--- src/rtl/hazard_pkg.sv ---
// ---------------------------------------------------------------------------
// hazard_pkg
// Shared types and constants for the pipeline hazard controller.
//   hazardState_e : sequencer state (IDLE, MC_BUSY)
//   REG_ADDR_W    : architectural register address width
//   PERF_CNT_W    : width of the optional performance counters
//   satInc        : saturating increment used by the performance counters
// ---------------------------------------------------------------------------
package hazard_pkg;

    localparam int REG_ADDR_W = 5;
    localparam int PERF_CNT_W = 16;

    typedef enum logic {
        IDLE    = 1'b0,
        MC_BUSY = 1'b1
    } hazardState_e;

    // Counters stick at all-ones rather than wrapping back to zero.
    function automatic logic [PERF_CNT_W-1:0] satInc(input logic [PERF_CNT_W-1:0] value);
        return (value == {PERF_CNT_W{1'b1}}) ? value : value + 1'b1;
    endfunction

endpackage

--- src/rtl/mc_stall_counter.sv ---
// ---------------------------------------------------------------------------
// mc_stall_counter
// Down-counter that tracks the remaining hold cycles of a multi-cycle EX op.
// Ports:
//   clk       in           core clock
//   reset_n   in           synchronous active-low reset (clears the count)
//   load      in           load loadValue (takes priority over dec)
//   loadValue in  [CNT_W]  value loaded on load
//   dec       in           decrement by one
//   zero      out          count is zero
// ---------------------------------------------------------------------------
module mc_stall_counter #(
    parameter int CNT_W = 3
) (
    input  logic             clk,
    input  logic             reset_n,
    input  logic             load,
    input  logic [CNT_W-1:0] loadValue,
    input  logic             dec,
    output logic             zero
);

    logic [CNT_W-1:0] cnt;

    // Load wins over decrement so a fresh op always starts from a full count.
    always_ff @(posedge clk) begin
        if (!reset_n) begin
            cnt <= '0;
        end else if (load) begin
            cnt <= loadValue;
        end else if (dec) begin
            cnt <= cnt - 1'b1;
        end
    end

    assign zero = (cnt == '0);

endmodule

--- src/rtl/hazard_controller.sv ---
// ---------------------------------------------------------------------------
// hazard_controller
// Hazard sequencer for the 5-stage core: resolves load-use stalls (one
// bubble), taken-branch flushes of IF/ID and ID/EX, and holds the front of
// the pipeline while a multi-cycle EX op completes.
// Parameters:
//   MC_LATENCY  total EX-occupancy cycles of a multi-cycle op (>=1)
//   CNT_W       width of the multi-cycle counter (must hold MC_LATENCY-1)
// Ports:
//   clk, reset_n              clock, synchronous active-low reset
//   idRs1, idRs2              source registers of the instruction in ID
//   exRd, exMemRead           destination / load flag of the instruction in EX
//   mcStart                   EX instruction is multi-cycle
//   branchTaken               EX resolved a taken branch/jump
//   pcWrite, ifidWrite        PC and IF/ID write enables
//   ifidFlush                 zero IF/ID
//   idexWrite, idexFlush      ID/EX write enable, NOP bubble into ID/EX
//   exmemBubble               bubble into EX/MEM while EX is held
//   busy                      sequencer is in MC_BUSY
// Optional build macro HAZARD_PERF_EN adds saturating 16-bit counters
//   luCnt, mcCnt, flushCnt    load-use stall, MC stall and flush cycles
// ---------------------------------------------------------------------------
module hazard_controller
    import hazard_pkg::*;
#(
    parameter int MC_LATENCY = 4,
    parameter int CNT_W      = 3
) (
    input  logic                  clk,
    input  logic                  reset_n,
    input  logic [REG_ADDR_W-1:0] idRs1,
    input  logic [REG_ADDR_W-1:0] idRs2,
    input  logic [REG_ADDR_W-1:0] exRd,
    input  logic                  exMemRead,
    input  logic                  mcStart,
    input  logic                  branchTaken,
`ifdef HAZARD_PERF_EN
    output logic [PERF_CNT_W-1:0] luCnt,
    output logic [PERF_CNT_W-1:0] mcCnt,
    output logic [PERF_CNT_W-1:0] flushCnt,
`endif
    output logic                  pcWrite,
    output logic                  ifidWrite,
    output logic                  ifidFlush,
    output logic                  idexWrite,
    output logic                  idexFlush,
    output logic                  exmemBubble,
    output logic                  busy
);

    // A single-cycle "multi-cycle" op needs no hold at all.
    localparam bit              MC_NEEDS_HOLD = (MC_LATENCY > 1);
    localparam int              MC_LOAD_INT   = MC_NEEDS_HOLD ? (MC_LATENCY - 2) : 0;
    localparam logic [CNT_W-1:0] MC_LOAD      = MC_LOAD_INT[CNT_W-1:0];

    hazardState_e state;
    hazardState_e nextState;
    logic         loadUse;
    logic         cntLoad;
    logic         cntDec;
    logic         cntZero;

    assign loadUse = exMemRead && (exRd != '0) && ((exRd == idRs1) || (exRd == idRs2));

    mc_stall_counter #(
        .CNT_W(CNT_W)
    ) uMcStallCounter (
        .clk      (clk),
        .reset_n  (reset_n),
        .load     (cntLoad),
        .loadValue(MC_LOAD),
        .dec      (cntDec),
        .zero     (cntZero)
    );

    // Mealy output decode: hazards are answered in the same cycle they appear.
    // Reset forces the defaults regardless of the (possibly stale) state.
    always_comb begin
        pcWrite     = 1'b1;
        ifidWrite   = 1'b1;
        idexWrite   = 1'b1;
        ifidFlush   = 1'b0;
        idexFlush   = 1'b0;
        exmemBubble = 1'b0;
        busy        = 1'b0;
        nextState   = state;
        cntLoad     = 1'b0;
        cntDec      = 1'b0;
        if (reset_n) begin
            case (state)
                IDLE: begin
                    if (branchTaken) begin
                        ifidFlush = 1'b1;
                        idexFlush = 1'b1;
                    end else if (mcStart && MC_NEEDS_HOLD) begin
                        pcWrite     = 1'b0;
                        ifidWrite   = 1'b0;
                        idexWrite   = 1'b0;
                        exmemBubble = 1'b1;
                        cntLoad     = 1'b1;
                        nextState   = MC_BUSY;
                    end else if (loadUse) begin
                        pcWrite   = 1'b0;
                        ifidWrite = 1'b0;
                        idexFlush = 1'b1;
                    end
                end
                MC_BUSY: begin
                    busy = 1'b1;
                    if (!cntZero) begin
                        pcWrite     = 1'b0;
                        ifidWrite   = 1'b0;
                        idexWrite   = 1'b0;
                        exmemBubble = 1'b1;
                        cntDec      = 1'b1;
                    end else begin
                        nextState = IDLE;
                    end
                end
                default: nextState = IDLE;
            endcase
        end
    end

    // State register; a reset mid-op drops straight to IDLE with no release cycle.
    always_ff @(posedge clk) begin
        if (!reset_n) begin
            state <= IDLE;
        end else begin
            state <= nextState;
        end
    end

`ifdef HAZARD_PERF_EN
    // Event counters derived from the decoded outputs: a load-use stall is the
    // only case that flushes ID/EX without also flushing IF/ID.
    always_ff @(posedge clk) begin
        if (!reset_n) begin
            luCnt    <= '0;
            mcCnt    <= '0;
            flushCnt <= '0;
        end else begin
            if (idexFlush && !ifidFlush) luCnt <= satInc(luCnt);
            if (exmemBubble)             mcCnt <= satInc(mcCnt);
            if (ifidFlush)               flushCnt <= satInc(flushCnt);
        end
    end
`endif

endmodule

--- config.mk ---
export PLATFORM = sky130hd
export DESIGN_NAME = hazard_controller
export DESIGN_NICKNAME = d
export VERILOG_FILES = /design/src/rtl/hazard_pkg.sv /design/src/rtl/mc_stall_counter.sv /design/src/rtl/hazard_controller.sv
export SDC_FILE = /design/constraint.sdc
export NUM_CORES = 1
export LEC_CHECK = 0
export CORE_AREA = 10 10 47 49
export CTS_CLUSTER_SIZE = 28
export DETAILED_ROUTE_END_ITERATION = 16
export DIE_AREA = 0 0 57 59
export PLACE_DENSITY_LB_ADDON = 0.05
export SYNTH_ARGS = -nofsm -noshare
export SYNTH_HDL_FRONTEND = slang
export SYNTH_SLANG_ARGS = --single-unit
--- constraint.sdc ---
create_clock -name clk -period 1.9 [get_ports clk]
set_input_delay 0.19 -clock clk [delete_from_list [all_inputs] [get_ports clk]]
set_output_delay 0.19 -clock clk [all_outputs]
set_load 0.05 [all_outputs]
* After elaboration in Yosys (flattened, before gate mapping)
Cells that the tools add are included.
Word-level totals: flip-flop bits (word level) 4, logic and storage cells 46
Cells by class: reduce and logical (&&, ||, !) cells 7, multiplexer cells 31, add/subtract/negate cells 1, equal/unequal tests 2, bitwise operators 2
Operators by type and width (count):
- $mux 1 | 26
- $eq 5x5->1 | 2
- $pmux 1 s2 | 3
- $reduce_bool 5->1 | 1
- $mux 2 | 2
- $logic_not 3->1 | 1
- $sub 3x1->3 const B | 1
- $logic_and 1x1->1 | 2
- $not 1->1 | 2
- $reduce_bool 2->1 | 1
- $reduce_or 2->1 | 1
- $logic_or 1x1->1 | 1

* Depth between registers and ports, before layout
Gate-level depths: netlist (run 1).
word-level depth 8, mapped depth 7

* Hierarchy
Synthesis (run 1) repeated with hierarchy kept, for this count alone.
Unflattened totals: cells, all modules 53, area, all modules 424.2 µm²
By module, submodules not included:
- hazard_controller | sequential area each 20.0 µm², area each 234.0 µm², cells each 33, times used 1
- mc_stall_counter | sequential area each 60.1 µm², area each 190.2 µm², cells each 20, times used 1

* Least setup slack after synthesis (run 1)
No wires, ideal clock.
kind reg-to-output, start point register uMcStallCounter.cnt[0], end point output port idexWrite, arrival time 2132 ps, data required time 1710 ps, cell stages (with the launch flop) 8, path buffers 0, setup slack -422 ps, path through dfxtp_1 inv_1 ha_1 ha_1 nor2b_1 a21oi_1 nor2_1 inv_1
Between the ends: word-level cells in the longest chain between the ends 4
Ends and longest elaborated chain:
- from (decl) | line mc_stall_counter.sv:23 | logic [CNT_W-1:0] cnt;
- from (signal assigned) | line mc_stall_counter.sv:30 | cnt <= loadValue;
- from (signal assigned) | line mc_stall_counter.sv:32 | cnt <= cnt - 1'b1;
- $logic_not 3->1 | line mc_stall_counter.sv:36 | assign zero = (cnt == '0);
- $mux 1 | line hazard_controller.sv:110 | if (!cntZero) begin
- $pmux 1 s2 | line hazard_controller.sv:90 | case (state)
- $mux 1 | line hazard_controller.sv:89 | if (reset_n) begin
- to (decl) | line hazard_controller.sv:45 | output logic idexWrite,
No other way between the ends.

* Worst setup path in the final report (run 1)
start point input port idRs2[3], end point output port ifidWrite
Between the ends: word-level cells in the longest chain between the ends 8
Ends and longest elaborated chain:
- from (decl) | line hazard_controller.sv:32 | input logic [REG_ADDR_W-1:0] idRs2,
- $eq 5x5->1 | line hazard_controller.sv:63 | assign loadUse = exMemRead && (exRd != '0) && ((exRd == idRs1) || (exRd == idRs2));
- $logic_or 1x1->1 | line hazard_controller.sv:63
- $logic_and 1x1->1 | line hazard_controller.sv:63
- $mux 1 | line hazard_controller.sv:102 | end else if (loadUse) begin
- $mux 1 | line hazard_controller.sv:95 | end else if (mcStart && MC_NEEDS_HOLD) begin
- $mux 1 | line hazard_controller.sv:92 | if (branchTaken) begin
- $pmux 1 s2 | line hazard_controller.sv:90
- $mux 1 | line hazard_controller.sv:89
- to (decl) | line hazard_controller.sv:43 | output logic ifidWrite,
No other way between the ends.

==> out/qor.yml, run 1 <==
status:
  status: "finished clean"
placement:
  placed_area_sq_um: 719
  dp_slack_ns: -0.0702
  dp_hpwl_microns: 1000
  place_congestion: 0.758
  port_buffers: 26
sta:
  hold_viol: 0
  min_period_ns: 1.83
  holdWs_ns: 0.472
  finalCritPeriodShare_pct: 96.1
  tightest_slew_ns: 0.313
  fmax_ghz: 0.548
  setup_viol: 0
  finClkSkew_ns: 0.00146
  relSlewSlack_pct: 79.0
  setup_ws_ns: 0.0745
  slew_violations: 0
floorplan:
  fp.dieW_microns: 57
  die_h_microns: 59
  start_util_pct: 25.6
  rows: 14
  ios: 27
  dieArea_sq_um: 3360
  core_area_sq_um: 1400
route:
  routedWlPerCell_microns: 13.3
  drcViolationCount: 0
  via_per_inst: 4.46
  antenna_left: 0
  drtPass1Iterations: 2
  drtIter0Drc: 5
  via_count: 428
  wirelength_microns: 1280
run:
  drv_cap: 0
logic_synthesis:
  synth_area_per_cell_sq_um: 7.64
  synth_cells: 47
  yosys_register_bits: 4
  synth.distinct_cells: 18
  yosys.area_share.simple_pct: 20.6
  synth_top_area_cell: "xor2_1"
  synth-compound-area-share_pct: 17.4
  synth_top_family_by_area: "XOR/XNOR gates"
  synth_xor_xnor_area_share_pct: 24.4
  synth_area_sq_um: 359
  ys_seq_area_share_pct: 22.3
  synthAdderAreaFrac_pct: 6.97
  synth_mux_area_share_pct: 0
  yosys_warnings: 0
  syn-num-nets: 69
  synth_area_leaders: "xor2_1, dfxtp_1, nor2_1, ha_1, inv_1"
  synth_top_area_share_pct: 24.4
worst_setup_path:
  critPathKind: "in -> out"
  path_delay_family: "buffers and inverters"
  crit_path_end_kind: "primary output"
  critPathLaunchType: "input port"
  cpPeakStageDelay_ns: 0.42
  worstPathRequired_ns: 1.71
  worst_path_max_delay_cell: "clkdlybuf4s50_1"
  r2r_end: "uMcStallCounter.cnt[1]"
  rrSetupSlack_ns: 0.56
  cp_cell_sequence: "clkdlybuf4s50_1, xor2_1, nor3_2, a22oi_2, o32a_4, buf_12"
  crit_buf_inv: 2
  cp_max_fo: 2
  r2r_cells: 6
  reg2reg_from: "uMcStallCounter.cnt[0]"
  crit_arrival_ns: 1.64
  worstSetupStartpoint: "idRs2[3]"
global_routing:
  grt-ovfl-total: 0
  grt_pass1_vias: 444
  grt_first_pass_wirelength_microns: 2040
  grt_max_degree: 6
  grt_use_total_pct: 7.45
  antenna_found_initial: 0
power:
  powerDensity_nw_per_um2: 463
  power_uw: 373
  p_leak_nw: 0.346
  ir_drop_uv: 299
hold_path:
  hold_class: "reg -> reg"
  min_from: "uMcStallCounter.cnt[1]"
  hold_end: "uMcStallCounter.cnt[1]"
  hold_depth: 2
finish:
  area_delta_synth_final_pct: 124
  drive_above_1_share_pct: 32.5
  final_util_pct: 57.4
  num_antenna_cells: 0
  fillCellCount: 133
  final_cell_area_sq_um: 805
  nNetsFinal: 104
clock_tree:
  cts_tree: "built"
  clock_latency_ns: 0.23
  clock_path_buffers: 2
  cts_hold_buf: 0
  clk_pin_slew_ns: 0.04
  clockRootBuffer: "clkbuf_4"
  cts_sinks: 4
  numCtsBuffers: 3
  cts_max_level: 1
final cells by class:
cell class | instances | area, sq um | share of cell area (%)
well taps | 16 | 20.0 | 2.49
multi-input cells | 36 | 305 | 37.9
flip-flops and latches | 4 | 81.3 | 10.1
inverters | 6 | 22.5 | 2.80
repair buffers | 31 | 353 | 43.9
clock buffers | 3 | 22.5 | 2.80
layer usage:
layer	up-vias	wire (microns)	track usage, %
li1	221	-	-
met1	191	595	9.57
met2	16	568	10.2
met3	0	116	2.36
met4	0	0	5.03
met5	-	0	0
cells by family (layout without fill, tap and decap cells):
| family | after synthesis | in the layout |
|---|---|---|
| DFF | 4 | 4 |
| buffers and inverters | 7 | 40 |
| xor gates and xnor gates | 10 | 10 |
| and+or+nand+nor | 16 | 16 |
| AOI/OAI and AO/OA | 8 | 8 |
| adders and majority gates | 2 | 2 |
worst register-to-register path: stages (launching register included):
cell and delay (ns):
dfxtp_2 0.32, inv_1 0.04, ha_1 0.18, ha_1 0.20
nor2b_2 0.19, a21oi_4 0.08, a221oi_1 0.23
cells in the mapped netlist:
cell      number
a221oi_1       1
dfxtp_1        4
nor3_1         2
o32a_2         1
nor2b_1        1
a21oi_1        3
o31ai_1        1
a22oi_1        1
inv_1          6
and2_1         1
nor2_1         9
or4_1          1
o211ai_2       1
buf_4          1
nand2b_1       1
xor2_1        10
ha_1           2
nand2_1        1
worst max path at each step:
stage / slack (ns) / end / cells past startpoint
after floorplan: -0.1 / idexWrite / 7
after global placement: -0.08 / pcWrite / 5
after detailed placement: -0.07 / ifidWrite / 5
after CTS: -0.0000002 / ifidWrite / 7
after global routing: -0.01 / ifidWrite / 7
final: 0.07 / ifidWrite / 6
sequential cells by signal (all words and copies together), names as in the netlist:
| signal | flops |
|---|---|
| state | 1 |
| uMcStallCounter.cnt | 3 |
timing repair:
item                       in CTS  in global routing
gates resized for setup         9                  7
setup endpoints to repair       3                  5
setup buffers                   1                  1
pin swaps                       5                  2
metrics by stage:
stage          TNS (ns)  instances
2_1_floorplan   -0.0989         47
3_3_place_gp     -0.158         91
6_report              0         96
4_1_cts               0         95
5_1_grt         -0.0212         96
3_5_place_dp     -0.140         91
cell usage in the layout (no fill, tap or decap), types with 2 or more instances in the layout:
cell type,synthesis,layout
buf_4,1,5
nor2_1,9,8
clkbuf_4,0,3
clkdlybuf4s50_1,0,14
xor2_1,10,10
buf_12,0,6
dfxtp_1,4,3
ha_1,2,2
a21oi_1,3,2
nor3_2,0,2
inv_1,6,6
dlygate4sd2_1,0,5
power breakdown:
part | internal [mW] | switching, mW | total (mW)
combinational | 0.0939 | 0.0851 | 0.179
clock | 0.0705 | 0.0323 | 0.103
sequential | 0.0887 | 0.00220 | 0.0909
total | 0.253 | 0.120 | 0.373
Note: power is estimated with default switching activity, not from simulation.
==> run 2, diff against run 1 <==
--- a/config.mk
+++ b/config.mk
@@ -9,6 +9,7 @@
 export CTS_CLUSTER_SIZE = 28
 export DETAILED_ROUTE_END_ITERATION = 16
 export DIE_AREA = 0 0 57 59
+export DONT_BUFFER_PORTS = 1
 export PLACE_DENSITY_LB_ADDON = 0.05
 export SYNTH_ARGS = -nofsm -noshare
 export SYNTH_HDL_FRONTEND = slang
==> run 2 against run 1 <==
  * Design area fell by 42%
  * Sequential power rose by 0.6%
  * First-iteration DRC count rose to 2.8 times the previous value
  * Sequential share of layout area rose by 7.2 points
  * Power fell by 22%
  * Clock power barely moved
  * Global-route usage fell by 1.2 points
  * Critical endpoint is now pcWrite
  * Largest cell class is now multi-input combinational cells
  * Largest power group is now clock
==> out/qor.yml, run 2 (synthesis results as in run 1) <==
status:
  status: "finished clean"
sta:
  fmax_ghz: 0.551  # +0.51%
  min_period_ns: 1.82  # -0.00928 ns
  relSlewSlack_pct: 67.3  # -12 points
  finClkSkew_ns: 0.00190  # +0.000440 ns
  slew_violations: 0  # unchanged
  setup_viol: 0  # unchanged
  holdWs_ns: 0.198  # -0.274 ns
  hold_viol: 0  # unchanged
  tightest_slew_ns: 0.494  # +0.181 ns
  finalCritPeriodShare_pct: 95.6  # -0.49 points
worst_setup_path:
  worstPathRequired_ns: 1.71  # about the same
  worstSetupStartpoint: "uMcStallCounter.cnt[0]"
  r2r_end: "state"
  rrSetupSlack_ns: 0.50  # -0.06 ns
  cp_max_fo: 5  # +3
  critPathKind: "reg -> out"
  r2r_cells: 7  # +1
  crit_path_end_kind: "primary output"
  crit_arrival_ns: 1.63  # about the same
  critPathLaunchType: "register"
  reg2reg_from: "uMcStallCounter.cnt[0]"
hold_path:
  hold_end: "uMcStallCounter.cnt[0]"
  min_from: "reset_n"
  hold_class: "in -> reg"
  hold_depth: 2  # unchanged
global_routing:
  grt_max_degree: 7  # +1
  antenna_found_initial: 0  # unchanged
  top_usage_layer: "met2"
  grtUsageMet2_pct: 8.68  # -1.6 points
  use_met1_pct: 6.81  # -2.8 points
  grt_pass1_vias: 345  # -22%
  grt_first_pass_wirelength_microns: 1660  # -18%
  grtUsageMet3_pct: 4.08  # +1.7 points
  grt_use_total_pct: 6.24  # -1.2 points
  grt-ovfl-total: 0  # unchanged
power:
  ir_drop_uv: 260  # -13%
  switchingPower_uw: 94.3  # -21%
  power.share.sequential_pct: 31.5  # +7.1 points
  clockPowerShare_pct: 35.0  # +7.4 points
  p_sw_share_pct: 32.5  # +0.39 points
  p_leak_nw: 0.199  # -42%
  power_uw: 290  # -22%
  internal_power_uw: 196  # -23%
  pwr-share-comb_pct: 33.6  # -14 points
  powerDensity_nw_per_um2: 619  # +34%
floorplan:
  dieArea_sq_um: 3360  # unchanged
  ios: 27  # unchanged
  rows: 14  # unchanged
  die_h_microns: 59  # unchanged
  fp.dieW_microns: 57  # unchanged
  start_util_pct: 25.6  # unchanged
  core_area_sq_um: 1400  # unchanged
route:
  antenna_left: 0  # unchanged
  via_count: 343  # -20%
  drtPass1Iterations: 2  # unchanged
  drcViolationCount: 0  # unchanged
  routedWlPerCell_microns: 15.2  # +14%
  via_per_inst: 4.90  # +9.9%
  drtIter0Drc: 14  # +9
  wirelength_microns: 1060  # -17%
finish:
  final_cell_area_sq_um: 469  # -42%
  drive_above_1_share_pct: 29.6  # -2.9 points
  final_common_cell: "xor2_1"
  largest_register: "uMcStallCounter.cnt"
  num_antenna_cells: 0  # unchanged
  area_delta_synth_final_pct: 30.7
  largestRegisters: "uMcStallCounter.cnt: 3 flops, state: 1 flops"
  final_cell_mix: "xor2_1, nor2_1, inv_1"
  nNetsFinal: 78  # -25%
  largest_reg_flops: 3  # unchanged
  final_util_pct: 33.5  # -24 points
placement:
  port_buffers: 0  # -100%
  placed_area_sq_um: 422  # -41%
  dp_hpwl_microns: 880  # -12%
  place_congestion: 0.707  # -6.7%
clock_tree:
  clockRootBuffer: "clkbuf_4"
  numCtsBuffers: 3  # unchanged
  cts_max_level: 1  # unchanged
  cts_tree: "built"
  clock_latency_ns: 0.23  # about the same
  cts_sinks: 4  # unchanged
  clk_pin_slew_ns: 0.04  # about the same
  cts_hold_buf: 0  # unchanged
  clock_path_buffers: 2  # unchanged
run:
  drv_cap: 0  # unchanged
[run 2: changes by cell type in the layout (fill, tap and decap cells not counted), moves of 2 or more]
cell             change
buf_12               -5
clkdlybuf4s50_1     -14
dlygate4sd2_1        -5
nor3_1               +2
nor3_2               -2
[run 2: stage by stage]
step,instances,TNS [ns],setup WS [ns]
3_3_place_gp,66,0,0.269
2_1_floorplan,47,-0.0989,-0.0989
5_1_grt,70,-0.0281,-0.0142
4_1_cts,69,0,0.0403
3_5_place_dp,66,0,0.205
6_report,70,0,0.0837
[run 2: area by class of cell]
class	instances	area, sq um
Multi-Input combinational cell	36	273
Clock buffer	3	22.5
Inverter	6	22.5
Timing Repair Buffer	5	50.0
Fill cell	164	932
Tap cell	16	20.0
Sequential cell	4	81.3
[run 2: per-layer routing]
layer	wire length, microns	share of wire, %
met1	389	37
met2	529	50
met3	141	13
met4	4	0.38
met5	0	0
[run 2: power groups by stage]
stage / clock [mW] / sequential, mW / combinational [mW]
after floorplan: 0 / 0.0916 / 0.0738
after global placement: 0 / 0.0922 / 0.0899
after detailed placement: 0 / 0.0924 / 0.0918
after CTS: 0.107 / 0.0911 / 0.0941
after global routing: 0.117 / 0.0919 / 0.107
final: 0.102 / 0.0914 / 0.0974
[run 2: timing repair]
action,4_1_cts,5_1_grt
setup endpoints to repair,2,4
resized for setup,2,3
buffers inserted,0,1
cloned,0,0
[run 2: how the worst max path moves through the flow]
| stage | cells after the start | endpoint |
|---|---|---|
| 6_report | 7 | pcWrite |
| 4_1_cts | 7 | ifidWrite |
| 2_1_floorplan | 7 | idexWrite |
| 3_3_place_gp | 7 | ifidWrite |
| 3_5_place_dp | 7 | ifidWrite |
| 5_1_grt | 7 | ifidWrite |
[run 2: worst max-delay path: stages (launching register included)]
cell	delay [ns]
dfxtp_2	0.32
inv_1	0.04
ha_1	0.20
ha_2	0.19
nor2b_2	0.18
a21oi_4	0.07
o32a_2	0.22
buf_12	0.17
